<file path="src/rtl/vx_rsp_router_pkg.sv">
// ============================================================================
// vx_rsp_router_pkg
// Shared types and helpers for the response router and its arbiter partner.
//   log2up        : index width for a client count (at least 1 bit)
//   tag_t         : requester index type for the default client count
//   OUTSTANDING_W : width of the occupancy counter for the default depth
//   idx_to_onehot : requester index to one-hot select (up to ONEHOT_MAX clients)
// ============================================================================
package vx_rsp_router_pkg;

    function automatic int log2up(input int n);
        return (n > 1) ? $clog2(n) : 1;
    endfunction

    localparam int VX_NUM_REQS     = 4;
    localparam int VX_LOG_NUM_REQS = log2up(VX_NUM_REQS);
    localparam int VX_DATA_WIDTH   = 32;
    localparam int VX_DEPTH        = 8;
    localparam int OUTSTANDING_W   = $clog2(VX_DEPTH) + 1;
    localparam int ONEHOT_MAX      = 32;

    typedef logic [VX_LOG_NUM_REQS-1:0] tag_t;

    // Callers slice the low NUM_REQS bits of the result.
    function automatic logic [ONEHOT_MAX-1:0] idx_to_onehot(input logic [4:0] idx);
        logic [ONEHOT_MAX-1:0] oh;
        oh = {{(ONEHOT_MAX-1){1'b0}}, 1'b1} << idx;
        return oh;
    endfunction

endpackage

</file>
<file path="src/rtl/vx_rsp_router_if.sv">
// ============================================================================
// vx_rsp_router_if
// Bundles the allocation, shared-response and per-client response handshakes.
//   master : environment side (arbiter, memory port, clients)
//   slave  : router side
// Signals: alloc_valid/alloc_index/alloc_ready, rsp_valid/rsp_data/rsp_ready,
//          rsp_out_valid/rsp_out_data/rsp_out_ready, outstanding.
// ============================================================================
interface vx_rsp_router_if
    import vx_rsp_router_pkg::*;
#(
    parameter int NUM_REQS   = VX_NUM_REQS,
    parameter int DATA_WIDTH = VX_DATA_WIDTH,
    parameter int DEPTH      = VX_DEPTH
);
    localparam int LOG_NUM_REQS = log2up(NUM_REQS);
    localparam int CNT_W        = $clog2(DEPTH) + 1;

    logic                    alloc_valid;
    logic [LOG_NUM_REQS-1:0] alloc_index;
    logic                    alloc_ready;
    logic                    rsp_valid;
    logic [DATA_WIDTH-1:0]   rsp_data;
    logic                    rsp_ready;
    logic [NUM_REQS-1:0]     rsp_out_valid;
    logic [DATA_WIDTH-1:0]   rsp_out_data;
    logic [NUM_REQS-1:0]     rsp_out_ready;
    logic [CNT_W-1:0]        outstanding;

    modport master (
        output alloc_valid, alloc_index, rsp_valid, rsp_data, rsp_out_ready,
        input  alloc_ready, rsp_ready, rsp_out_valid, rsp_out_data, outstanding
    );

    modport slave (
        input  alloc_valid, alloc_index, rsp_valid, rsp_data, rsp_out_ready,
        output alloc_ready, rsp_ready, rsp_out_valid, rsp_out_data, outstanding
    );

endinterface

</file>
<file path="src/rtl/vx_rsp_tag_fifo.sv">
// ============================================================================
// vx_rsp_tag_fifo
// In-order tag queue holding the requester index of every outstanding
// transaction. Pointers wrap modulo DEPTH (power of two).
//   clk, reset   : clock, asynchronous active-low reset
//   push, data_in: enqueue (ignored when full)
//   pop          : dequeue head (ignored when empty)
//   head         : oldest tag; a pushed tag appears here the next cycle
//   full, empty  : occupancy flags
//   count        : occupancy, 0..DEPTH
// ============================================================================
module vx_rsp_tag_fifo #(
    parameter int WIDTH = 2,
    parameter int DEPTH = 8
) (
    input  logic                   clk,
    input  logic                   reset,
    input  logic                   push,
    input  logic [WIDTH-1:0]       data_in,
    input  logic                   pop,
    output logic [WIDTH-1:0]       head,
    output logic                   full,
    output logic                   empty,
    output logic [$clog2(DEPTH):0] count
);
    localparam int PTR_W = $clog2(DEPTH);
    localparam int CNT_W = PTR_W + 1;

    logic [PTR_W-1:0] wptr_r;
    logic [PTR_W-1:0] rptr_r;
    logic [CNT_W-1:0] count_r;
    logic [WIDTH-1:0] mem_r [DEPTH];
    logic             full_s;
    logic             empty_s;
    logic             push_ok_s;
    logic             pop_ok_s;

    // Occupancy flags and protected push/pop strobes.
    always_comb begin
        full_s    = (count_r == CNT_W'(DEPTH));
        empty_s   = (count_r == CNT_W'(0));
        push_ok_s = push & ~full_s;
        pop_ok_s  = pop & ~empty_s;
    end

    // Storage, pointers and occupancy counter.
    always_ff @(posedge clk or negedge reset) begin
        if (!reset) begin
            wptr_r  <= PTR_W'(0);
            rptr_r  <= PTR_W'(0);
            count_r <= CNT_W'(0);
            for (int i = 0; i < DEPTH; i++) begin
                mem_r[i] <= WIDTH'(0);
            end
        end else begin
            if (push_ok_s) begin
                mem_r[wptr_r] <= data_in;
                wptr_r        <= wptr_r + PTR_W'(1);
            end
            if (pop_ok_s) begin
                rptr_r <= rptr_r + PTR_W'(1);
            end
            // A simultaneous push and pop leaves the count unchanged.
            case ({push_ok_s, pop_ok_s})
                2'b10:   count_r <= count_r + CNT_W'(1);
                2'b01:   count_r <= count_r - CNT_W'(1);
                default: count_r <= count_r;
            endcase
        end
    end

    assign head  = mem_r[rptr_r];
    assign full  = full_s;
    assign empty = empty_s;
    assign count = count_r;

endmodule

</file>
<file path="src/rtl/vx_rsp_router.sv">
// ============================================================================
// vx_rsp_router
// Records each accepted arbiter grant in an in-order tag queue and steers the
// shared in-order response stream back to the client that issued it.
//   clk, reset : clock, asynchronous active-low reset
//   bus        : vx_rsp_router_if.slave
//                alloc_*       grant recording (alloc_ready = not full)
//                rsp_*         shared response input
//                rsp_out_*     per-client one-hot valid, broadcast data, ready
//                outstanding   tag-queue occupancy
// Build option: VX_RSP_ROUTER_OUT_BUF_EN adds a one-entry output register
// that cuts the rsp_out_ready -> rsp_ready path at the cost of one cycle.
// ============================================================================
module vx_rsp_router
    import vx_rsp_router_pkg::*;
#(
    parameter int NUM_REQS     = VX_NUM_REQS,
    parameter int LOG_NUM_REQS = log2up(NUM_REQS),
    parameter int DATA_WIDTH   = VX_DATA_WIDTH,
    parameter int DEPTH        = VX_DEPTH
) (
    input  logic          clk,
    input  logic          reset,
    vx_rsp_router_if.slave bus
);
    logic [LOG_NUM_REQS-1:0] head_s;
    logic                    full_s;
    logic                    empty_s;
    logic [$clog2(DEPTH):0]  count_s;
    logic                    alloc_fire_s;
    logic                    rsp_fire_s;
    logic                    rsp_ready_s;
    logic [ONEHOT_MAX-1:0]   onehot_full_s;
    logic [NUM_REQS-1:0]     head_onehot_s;
    logic                    unused_onehot_hi_s;

    vx_rsp_tag_fifo #(
        .WIDTH (LOG_NUM_REQS),
        .DEPTH (DEPTH)
    ) u_tag_fifo (
        .clk     (clk),
        .reset   (reset),
        .push    (alloc_fire_s),
        .data_in (bus.alloc_index),
        .pop     (rsp_fire_s),
        .head    (head_s),
        .full    (full_s),
        .empty   (empty_s),
        .count   (count_s)
    );

    // Destination select of the head tag and the two handshake fires.
    // A full queue refuses allocs even when a pop happens in the same cycle.
    always_comb begin
        onehot_full_s = idx_to_onehot(5'(head_s));
        head_onehot_s = onehot_full_s[NUM_REQS-1:0];
        alloc_fire_s  = bus.alloc_valid & ~full_s;
        rsp_fire_s    = bus.rsp_valid & rsp_ready_s;
    end

    assign unused_onehot_hi_s = ^onehot_full_s[ONEHOT_MAX-1:NUM_REQS];
    assign bus.alloc_ready    = ~full_s;
    assign bus.rsp_ready      = rsp_ready_s;
    assign bus.outstanding    = count_s;

`ifdef VX_RSP_ROUTER_OUT_BUF_EN
    logic                  buf_valid_r;
    logic [NUM_REQS-1:0]   buf_dest_r;
    logic [DATA_WIDTH-1:0] buf_data_r;
    logic                  buf_drain_s;

    // The buffer can take a new response when empty or emptying this cycle.
    always_comb begin
        buf_drain_s = buf_valid_r & (|(buf_dest_r & bus.rsp_out_ready));
        rsp_ready_s = ~empty_s & (~buf_valid_r | buf_drain_s);
    end

    // One-entry output register holding the response and its destination.
    always_ff @(posedge clk or negedge reset) begin
        if (!reset) begin
            buf_valid_r <= 1'b0;
            buf_dest_r  <= NUM_REQS'(0);
            buf_data_r  <= DATA_WIDTH'(0);
        end else if (rsp_fire_s) begin
            buf_valid_r <= 1'b1;
            buf_dest_r  <= head_onehot_s;
            buf_data_r  <= bus.rsp_data;
        end else if (buf_drain_s) begin
            buf_valid_r <= 1'b0;
            buf_dest_r  <= NUM_REQS'(0);
            buf_data_r  <= buf_data_r;
        end else begin
            buf_valid_r <= buf_valid_r;
            buf_dest_r  <= buf_dest_r;
            buf_data_r  <= buf_data_r;
        end
    end

    assign bus.rsp_out_valid = buf_dest_r & {NUM_REQS{buf_valid_r}};
    assign bus.rsp_out_data  = buf_data_r;
`else
    logic [NUM_REQS-1:0] out_valid_s;

    // Pure combinational steering of the response to the head-tag client.
    // An empty queue stalls the response rather than dropping it.
    always_comb begin
        rsp_ready_s = ~empty_s & (|(head_onehot_s & bus.rsp_out_ready));
        if (bus.rsp_valid & ~empty_s) begin
            out_valid_s = head_onehot_s;
        end else begin
            out_valid_s = NUM_REQS'(0);
        end
    end

    assign bus.rsp_out_valid = out_valid_s;
    assign bus.rsp_out_data  = bus.rsp_data;
`endif

endmodule

</file>
<file path="src/flat_wrapper.sv">
// flat-port wrapper written by rule: the top's interface ports become plain ports
module vx_rsp_router_flat import vx_rsp_router_pkg::*;
#(
    parameter int NUM_REQS     = VX_NUM_REQS,
    parameter int LOG_NUM_REQS = log2up(NUM_REQS),
    parameter int DATA_WIDTH   = VX_DATA_WIDTH,
    parameter int DEPTH        = VX_DEPTH
)
  (clk, reset, bus_alloc_valid, bus_alloc_index, bus_rsp_valid, bus_rsp_data, bus_rsp_out_ready, bus_alloc_ready, bus_rsp_ready, bus_rsp_out_valid, bus_rsp_out_data, bus_outstanding);
  vx_rsp_router_if #(.NUM_REQS(NUM_REQS), .DATA_WIDTH(DATA_WIDTH), .DEPTH(DEPTH)) bus_i ();
  input  logic clk;
  input  logic reset;
  input wire logic [$bits(bus_i.alloc_valid)-1:0] bus_alloc_valid;
  input wire logic [$bits(bus_i.alloc_index)-1:0] bus_alloc_index;
  input wire logic [$bits(bus_i.rsp_valid)-1:0] bus_rsp_valid;
  input wire logic [$bits(bus_i.rsp_data)-1:0] bus_rsp_data;
  input wire logic [$bits(bus_i.rsp_out_ready)-1:0] bus_rsp_out_ready;
  output wire logic [$bits(bus_i.alloc_ready)-1:0] bus_alloc_ready;
  output wire logic [$bits(bus_i.rsp_ready)-1:0] bus_rsp_ready;
  output wire logic [$bits(bus_i.rsp_out_valid)-1:0] bus_rsp_out_valid;
  output wire logic [$bits(bus_i.rsp_out_data)-1:0] bus_rsp_out_data;
  output wire logic [$bits(bus_i.outstanding)-1:0] bus_outstanding;
  assign bus_i.alloc_valid = bus_alloc_valid;
  assign bus_i.alloc_index = bus_alloc_index;
  assign bus_i.rsp_valid = bus_rsp_valid;
  assign bus_i.rsp_data = bus_rsp_data;
  assign bus_i.rsp_out_ready = bus_rsp_out_ready;
  assign bus_alloc_ready = bus_i.alloc_ready;
  assign bus_rsp_ready = bus_i.rsp_ready;
  assign bus_rsp_out_valid = bus_i.rsp_out_valid;
  assign bus_rsp_out_data = bus_i.rsp_out_data;
  assign bus_outstanding = bus_i.outstanding;
  vx_rsp_router #(.NUM_REQS(NUM_REQS), .LOG_NUM_REQS(LOG_NUM_REQS), .DATA_WIDTH(DATA_WIDTH), .DEPTH(DEPTH)) u_core (.clk(clk), .reset(reset), .bus(bus_i));
endmodule
</file>
<file path="config.mk">
export PLATFORM = sky130hd
export DESIGN_NAME = vx_rsp_router_flat
export DESIGN_NICKNAME = d
export VERILOG_FILES = /design/src/rtl/vx_rsp_router_pkg.sv /design/src/rtl/vx_rsp_router_if.sv /design/src/rtl/vx_rsp_tag_fifo.sv /design/src/rtl/vx_rsp_router.sv /design/src/flat_wrapper.sv
export SDC_FILE = /design/constraint.sdc
export NUM_CORES = 1
export LEC_CHECK = 0
export BUFFER_PORTS_ARGS = -buffer_cell sky130_fd_sc_hd__clkbuf_2
export CAP_MARGIN = 20
export CORE_UTILIZATION = 34
export CTS_CLUSTER_DIAMETER = 60
export DETAILED_ROUTE_END_ITERATION = 12
export PLACE_DENSITY_LB_ADDON = 0.25
export SLEW_MARGIN = 20
export SYNTH_ARGS = -nofsm -noshare
export SYNTH_HDL_FRONTEND = slang
export SYNTH_SLANG_ARGS = --single-unit
</file>
<file path="constraint.sdc">
create_clock -name clk -period 3.5 [get_ports clk]
set_input_delay 0.35 -clock clk [delete_from_list [all_inputs] [get_ports clk]]
set_output_delay 0.35 -clock clk [all_outputs]
set_load 0.02 [all_outputs]
</file>
== Word level (Yosys, flattened, before mapping) ==
Index checks and enable logic that the tools add are counted.

* Add/sub/neg operators: 4
* $mul: 0
* Div/mod/pow operators: 0
* Magnitude comparators: 3
* Equality and inequality tests: 3
* Shift-type cells: 1
* Multiplexer cells: 8
* Bitwise gates (word level): 11
* Reduce and logical (&&, ||, !) cells: 4

{| class="wikitable"
|+ Operators by type and width
! operator !! count
|-
| bitwise mux 16 bit || 1
|-
| >= comparator 4 bit, second input constant || 2
|-
| NOT 3 -> 4 bit || 2
|-
| one-hot mux 4 bit (2 select lines) || 1
|-
| adder 3 x 1 -> 3 bit, second input constant || 2
|-
| AND 1 bit || 6
|-
| binary-select mux 2 bit (select 3 bit) || 1
|-
| demux 2 bit (select 3 bit) || 1
|-
| 2-to-1 mux 2 bit || 3
|-
| adder 4 x 1 -> 4 bit, second input constant || 1
|-
| AND 4 bit || 1
|-
| == test 4 bit, second input constant || 1
|-
| zero test 4 bit || 1
|-
| less-than comparator 4 x 1 -> 1 bit, second input constant || 1
|-
| 2-to-1 mux 4 bit || 1
|-
| OR reduction 4 bit || 1
|-
| left shift 1 x 2 -> 4 bit, first input constant || 1
|-
| subtractor 4 x 1 -> 4 bit, second input constant || 1
|-
| == test 2 x 1 -> 1 bit, second input constant || 1
|-
| == test 2 bit, second input constant || 1
|-
| NOT 1 bit || 2
|-
| nonzero test 2 bit || 1
|-
| logical AND 1 bit || 1
|}

* Bits in registers: 26
* Bits in latches: 0
* Memory bits (writable): 0
* Bits in read-only memories: 0
* Input port bits: 42
* Memories: 0

== Depth between registers and ports, before layout ==
* Depth in word-level cells: 12
* Depth in mapped cells: 13

== Hierarchy ==
Synthesis repeated with hierarchy kept, for this count alone.

* Cells, all modules: 148
* Area total of the unflattened synthesis: 1,711.6 µm²

{| class="wikitable"
|+ By module, submodules not included
! module !! instances !! cells each !! area each (µm²) !! sequential area each (µm²)
|-
| vx_rsp_tag_fifo || 1 || 107 || 1,385.1 || 650.6
|-
| vx_rsp_router || 1 || 41 || 326.6 || 0.0
|}

== Least setup slack after synthesis ==
OpenSTA, ideal clock, no wires.

* Path kind: register to register
* From: register u_core.u_tag_fifo.rptr_r[0]
* To: register u_core.u_tag_fifo.count_r[3], in the netlist u_core.u_tag_fifo.count[3]
* Library setup time: 0.132 ns
* Arrival: 3.020 ns
* Required time: 3.368 ns
* Slack: 0.347 ns
* Stages on the path, launching flop included: 14
* Buffers on the path: 1
* Period minus slack after synthesis: 3.153 ns
* Cells stage by stage: dfrtp_1 buf_6 mux2_4 mux4_2 mux4_2 nand2_4 inv_2 ha_1 ha_1 a21o_1 a21oi_1 xnor2_1 nor2_1 xor2_1

* Longest elaborated chain between the ends: 12
* Elaborated cells between the ends (all ways): 14
* Those cells by class: eq/ne: 2; shift: 1; mux: 4; bitwise: 5; reduce/logical: 2

{| class="wikitable"
|+ RTL lines
! what !! RTL line !! text
|-
| start, declared || vx_rsp_tag_fifo.sv:30 || <nowiki>logic [PTR_W-1:0] rptr_r;</nowiki>
|-
| start signal, assigned || vx_rsp_tag_fifo.sv:61 || <nowiki>rptr_r <= rptr_r + PTR_W'(1);</nowiki>
|-
| NOT 3 -> 4 bit (implied by the code) (*) || vx_rsp_tag_fifo.sv:72 || <nowiki>assign head = mem_r[rptr_r];</nowiki>
|-
| binary-select mux 2 bit (select 3 bit) (*) || vx_rsp_tag_fifo.sv:72 ||
|-
| 2-to-1 mux 2 bit (implied by the code) (*) (2 in a row) || vx_rsp_tag_fifo.sv:72 ||
|-
| left shift 1 x 2 -> 4 bit (*) || vx_rsp_router_pkg.sv:27 || <nowiki>oh = {{(ONEHOT_MAX-1){1'b0}}, 1'b1} << idx;</nowiki>
|-
| AND 4 bit (*) || vx_rsp_router.sv:107 || <nowiki>rsp_ready_s = ~empty_s & (|(head_onehot_s & bus.rsp_out_ready));</nowiki>
|-
| OR reduction 4 bit (*) || vx_rsp_router.sv:107 ||
|-
| AND 1 bit (*) || vx_rsp_router.sv:107 ||
|-
| AND 1 bit (*) || vx_rsp_router.sv:58 || <nowiki>rsp_fire_s = bus.rsp_valid & rsp_ready_s;</nowiki>
|-
| AND 1 bit (*) || vx_rsp_tag_fifo.sv:43 || <nowiki>pop_ok_s = pop & ~empty_s;</nowiki>
|-
| net u_core.u_tag_fifo.pop_ok_s || vx_rsp_tag_fifo.sv:36 || <nowiki>logic pop_ok_s;</nowiki>
|-
| == test 2 x 1 -> 1 bit / == test 2 bit (equally long branches) || vx_rsp_tag_fifo.sv:64 || <nowiki>case ({push_ok_s, pop_ok_s})</nowiki>
|-
| one-hot mux 4 bit (2 select lines) / nonzero test 2 bit (equally long branches) || -- ||
|-
| end signal, assigned || vx_rsp_tag_fifo.sv:65 || <nowiki>2'b10: count_r <= count_r + CNT_W'(1);</nowiki>
|-
| end signal, assigned || vx_rsp_tag_fifo.sv:66 || <nowiki>2'b01: count_r <= count_r - CNT_W'(1);</nowiki>
|-
| end signal, assigned || vx_rsp_tag_fifo.sv:67 || <nowiki>default: count_r <= count_r;</nowiki>
|-
| end, declared || vx_rsp_tag_fifo.sv:31 || <nowiki>logic [CNT_W-1:0] count_r;</nowiki>
|}

The timed path passes the listed nets; every way through them passes the cells marked *. The select of a mux whose other input is x is not followed.
A chain may end at the register's enable or synchronous reset.

== Final worst setup path ==
Same ends and word-level chain as after synthesis.

==> flow_summary.json <==
{
  "setup_slack_ps": 192.2,
  "syn_nets": 189,
  "vias": 924,
  "crit_path_max_fanout": 8,
  "grt_overflow_total": 0,
  "start_kind": "flop",
  "power.density_mw_per_mm2": 1046,
  "async_reset_ff_frac": 1.000,
  "criticalPathCategory": "reg -> reg",
  "clock-sinks": 26,
  "die_y_um": 71.57,
  "cts_tree": "done",
  "synth_most_common_cell": "buf_4",
  "dp_slack_ps": 121.3,
  "worst_skew_pair.late_latency_ps": 270,
  "wl_per_cell_um": 16.01,
  "finalPower_mw": 1.669,
  "nets": 177,
  "swShare": 0.4005,
  "grt_util_all_layers": 0.1266,
  "antenna_cells": 0,
  "die_area_mm2": 0.005122,
  "grt_pass1_wl_mm": 4.919,
  "max_clock_freq_mhz": 302.3,
  "post-route-util": 0.3542,
  "synth-edff-count": 0,
  "tightest_slew_ps": 654.3,
  "rsz0062_at_grt": "false",
  "maxCapViolations": 0,
  "core.rowCount": 24,
  "start_util": 0.3653,
  "wl_met1_mm": 1.326,
  "antenna_found_initial": 0,
  "cts_made_buffers": 3,
  "ff2ff_path_depth": 12,
  "die_w_um": 71.57,
  "cts_root_buf": "clkbuf_8",
  "gp_congestion": 0.7497,
  "seq_area_frac_synth": 0.3954,
  "syn_area_mm2": 0.001645,
  "finalNonFillerCells": 180,
  "top_layer_used": "met4",
  "drc": 0,
  "dp.cells": 176,
  "drive_gt1_frac": 0.2656,
  "pwr-share-comb": 0.505,
  "cts_setup_buffers": 0,
  "met2_length_mm": 1.231,
  "hold_path_class": "in -> async",
  "layout.area.seq_um2": 651.9,
  "synth.area.top_cells": "dfrtp_1 (40%), buf_4 (15%), mux2_1 (12%)",
  "fillCellCount": 458,
  "cts_hold_buffers": 0,
  "synth_seq_cells": 26,
  "irDropWorstVdd_v": 0.0003967,
  "grt_pass1_vias": 983,
  "netlist_instances": 141,
  "power.leakage_nw": 0.7369,
  "io_buffer_count": 19,
  "h-tree-depth": 1,
  "drt-total-wl_mm": 2.881,
  "yosysTopAreaCell": "dfrtp_1",
  "place_hpwl_mm": 2.141,
  "worst_setup_path_end_kind": "flop",
  "clk_pin_slew_worst_paths_ps": 90,
  "coreArea_mm2": 0.004504,
  "setup_viol": 0,
  "drtAntennaViolNets": 0,
  "yosys.area.top_type_share": 0.3954,
  "drtIter0Drc": 13,
  "io-pin-count": 84,
  "area_growth_pct": -3.042,
  "grt_max_degree": 27,
  "fin_crit_ps": 3308,
  "dr.pass1.iters": 4,
  "cts_max_path_buffers": 2,
  "ys_top_cells_by_count": "buf_4 (33), dfrtp_1 (26), mux2_1 (17)",
  "final.setup.tns_ps": 0,
  "final_hold_viol_count": 0,
  "syn_avg_cell_area_um2": 11.67,
  "cp.arrival_ps": 3470,
  "synth_warnings": 0,
  "multi_input_area_um2": 709.4,
  "synthFlopType": "dfrtp_1",
  "clockPowerShare": 0.118,
  "seq_power_share": 0.377,
  "status": "finished, final reports clean",
  "skew_ps": 3.115,
  "fin_crit_sh": 0.9451,
  "wl_met3_um": 212,
  "p_int_mw": 1.000,
  "p_sw_mw": 0.6685,
  "critPathRequiredTime_ps": 3670,
  "relSlewSlack": 0.5638,
  "post_cts_resized": 0,
  "vias_per_cell": 5.133,
  "synthDistinctLibCells": 33,
  "finalMaxSlewViolations": 0
}
## power groups by stage
| stage | clock [mW] | sequential (mW) | combinational (mW) |
|---|---|---|---|
| after global routing | 0.210 | 0.659 | 0.935 |
| final | 0.197 | 0.629 | 0.843 |
| after global placement | 0 | 0.639 | 0.822 |
| after detailed placement | 0 | 0.636 | 0.850 |
| after CTS | 0.200 | 0.629 | 0.858 |
| after floorplan | 0 | 0.578 | 0.759 |
## logic make-up (layout without fill, tap and decap cells)
family                   count (synthesis)  in the layout  synth area share
AND/OR/NAND/NOR                         30             30            0.1027
flip-flops                              26             26            0.3954
XOR/XNOR                                 8              8           0.04259
multiplexers                            27             27            0.2251
adder cells (fa/ha/maj)                  6              6           0.05019
AO/OA/AOI/OAI                            3              3           0.01064
buffers and inverters                   41             28            0.1734
## cells in the final DEF (no fill, tap or decap), types with 2 or more instances in the layout
cell and instances:
clkbuf_2 19, mux4_2 2, clkbuf_8 4, nor2_1 4, xnor2_1 6, dfrtp_1 25
inv_2 2, mux2_1 17, nor3_1 2, ha_1 5, mux2_4 4, inv_1 3
nand4b_1 2, mux4_1 2, nor4b_1 2, nand2_1 8, nor2b_1 3, xor2_1 2
nand3_1 2
## registers in the layout, summed over array words and instances (netlist names)
name,count
u_core.u_tag_fifo.mem_r,16
u_core.u_tag_fifo.wptr_r,3
u_core.u_tag_fifo.count,4
u_core.u_tag_fifo.rptr_r,3
## routing by layer
metal | up-vias | global-route usage
met1 | 443 | 0.1647
met5 | - | 0
li1 | 422 | -
met3 | 19 | 0.02672
met4 | 0 | 0.09368
met2 | 40 | 0.1862
## cell type report
cell class                 count  share of cell area
timing repair buffer          19             0.05961
sequential                    26              0.4086
inverter                       5             0.01176
clock buffer                   4             0.03451
multi-input combinational     74              0.4447
tap                           52             0.04078
## worst paths after layout
path / from / endpoint / slack, ps
max: u_core.u_tag_fifo.rptr_r[0]$_DFFE_PN0P_ / u_core.u_tag_fifo.count[3]$_DFFE_PN0P_ / 190
min: reset / u_core.u_tag_fifo.count[0]$_DFFE_PN0P_ / 90
max reg2reg: u_core.u_tag_fifo.rptr_r[0]$_DFFE_PN0P_ / u_core.u_tag_fifo.count[3]$_DFFE_PN0P_ / 190
min reg2reg: u_core.u_tag_fifo.mem_r[10]$_DFFE_PN0P_ / u_core.u_tag_fifo.mem_r[10]$_DFFE_PN0P_ / 490
max in group asynchronous: reset / u_core.u_tag_fifo.rptr_r[0]$_DFFE_PN0P_ / 2960
min in group clk: bus_alloc_index[1] / u_core.u_tag_fifo.mem_r[5]$_DFFE_PN0P_ / 420
## worst max-delay path, stage by stage (launching register included)
cell and delay [ps]:
dfrtp_2 500, mux2_4 320, mux4_2 520, mux4_2 510
nand2_4 120, inv_2 30, ha_1 200, ha_1 280
a21o_1 170, a21oi_1 180, xnor2_1 140, nor2_1 60
xor2_1 140
## through the flow
step | hold slack (ps) | area [um2]
2_1_floorplan | 54.41 | 1645
3_3_place_gp | 407.8 | 1539
3_5_place_dp | 411.9 | 1539
4_1_cts | 111.2 | 1594
5_1_grt | 135.2 | 1595
6_report | 87.08 | 1595
No activity file was read; power rests on OpenSTA's default activity.
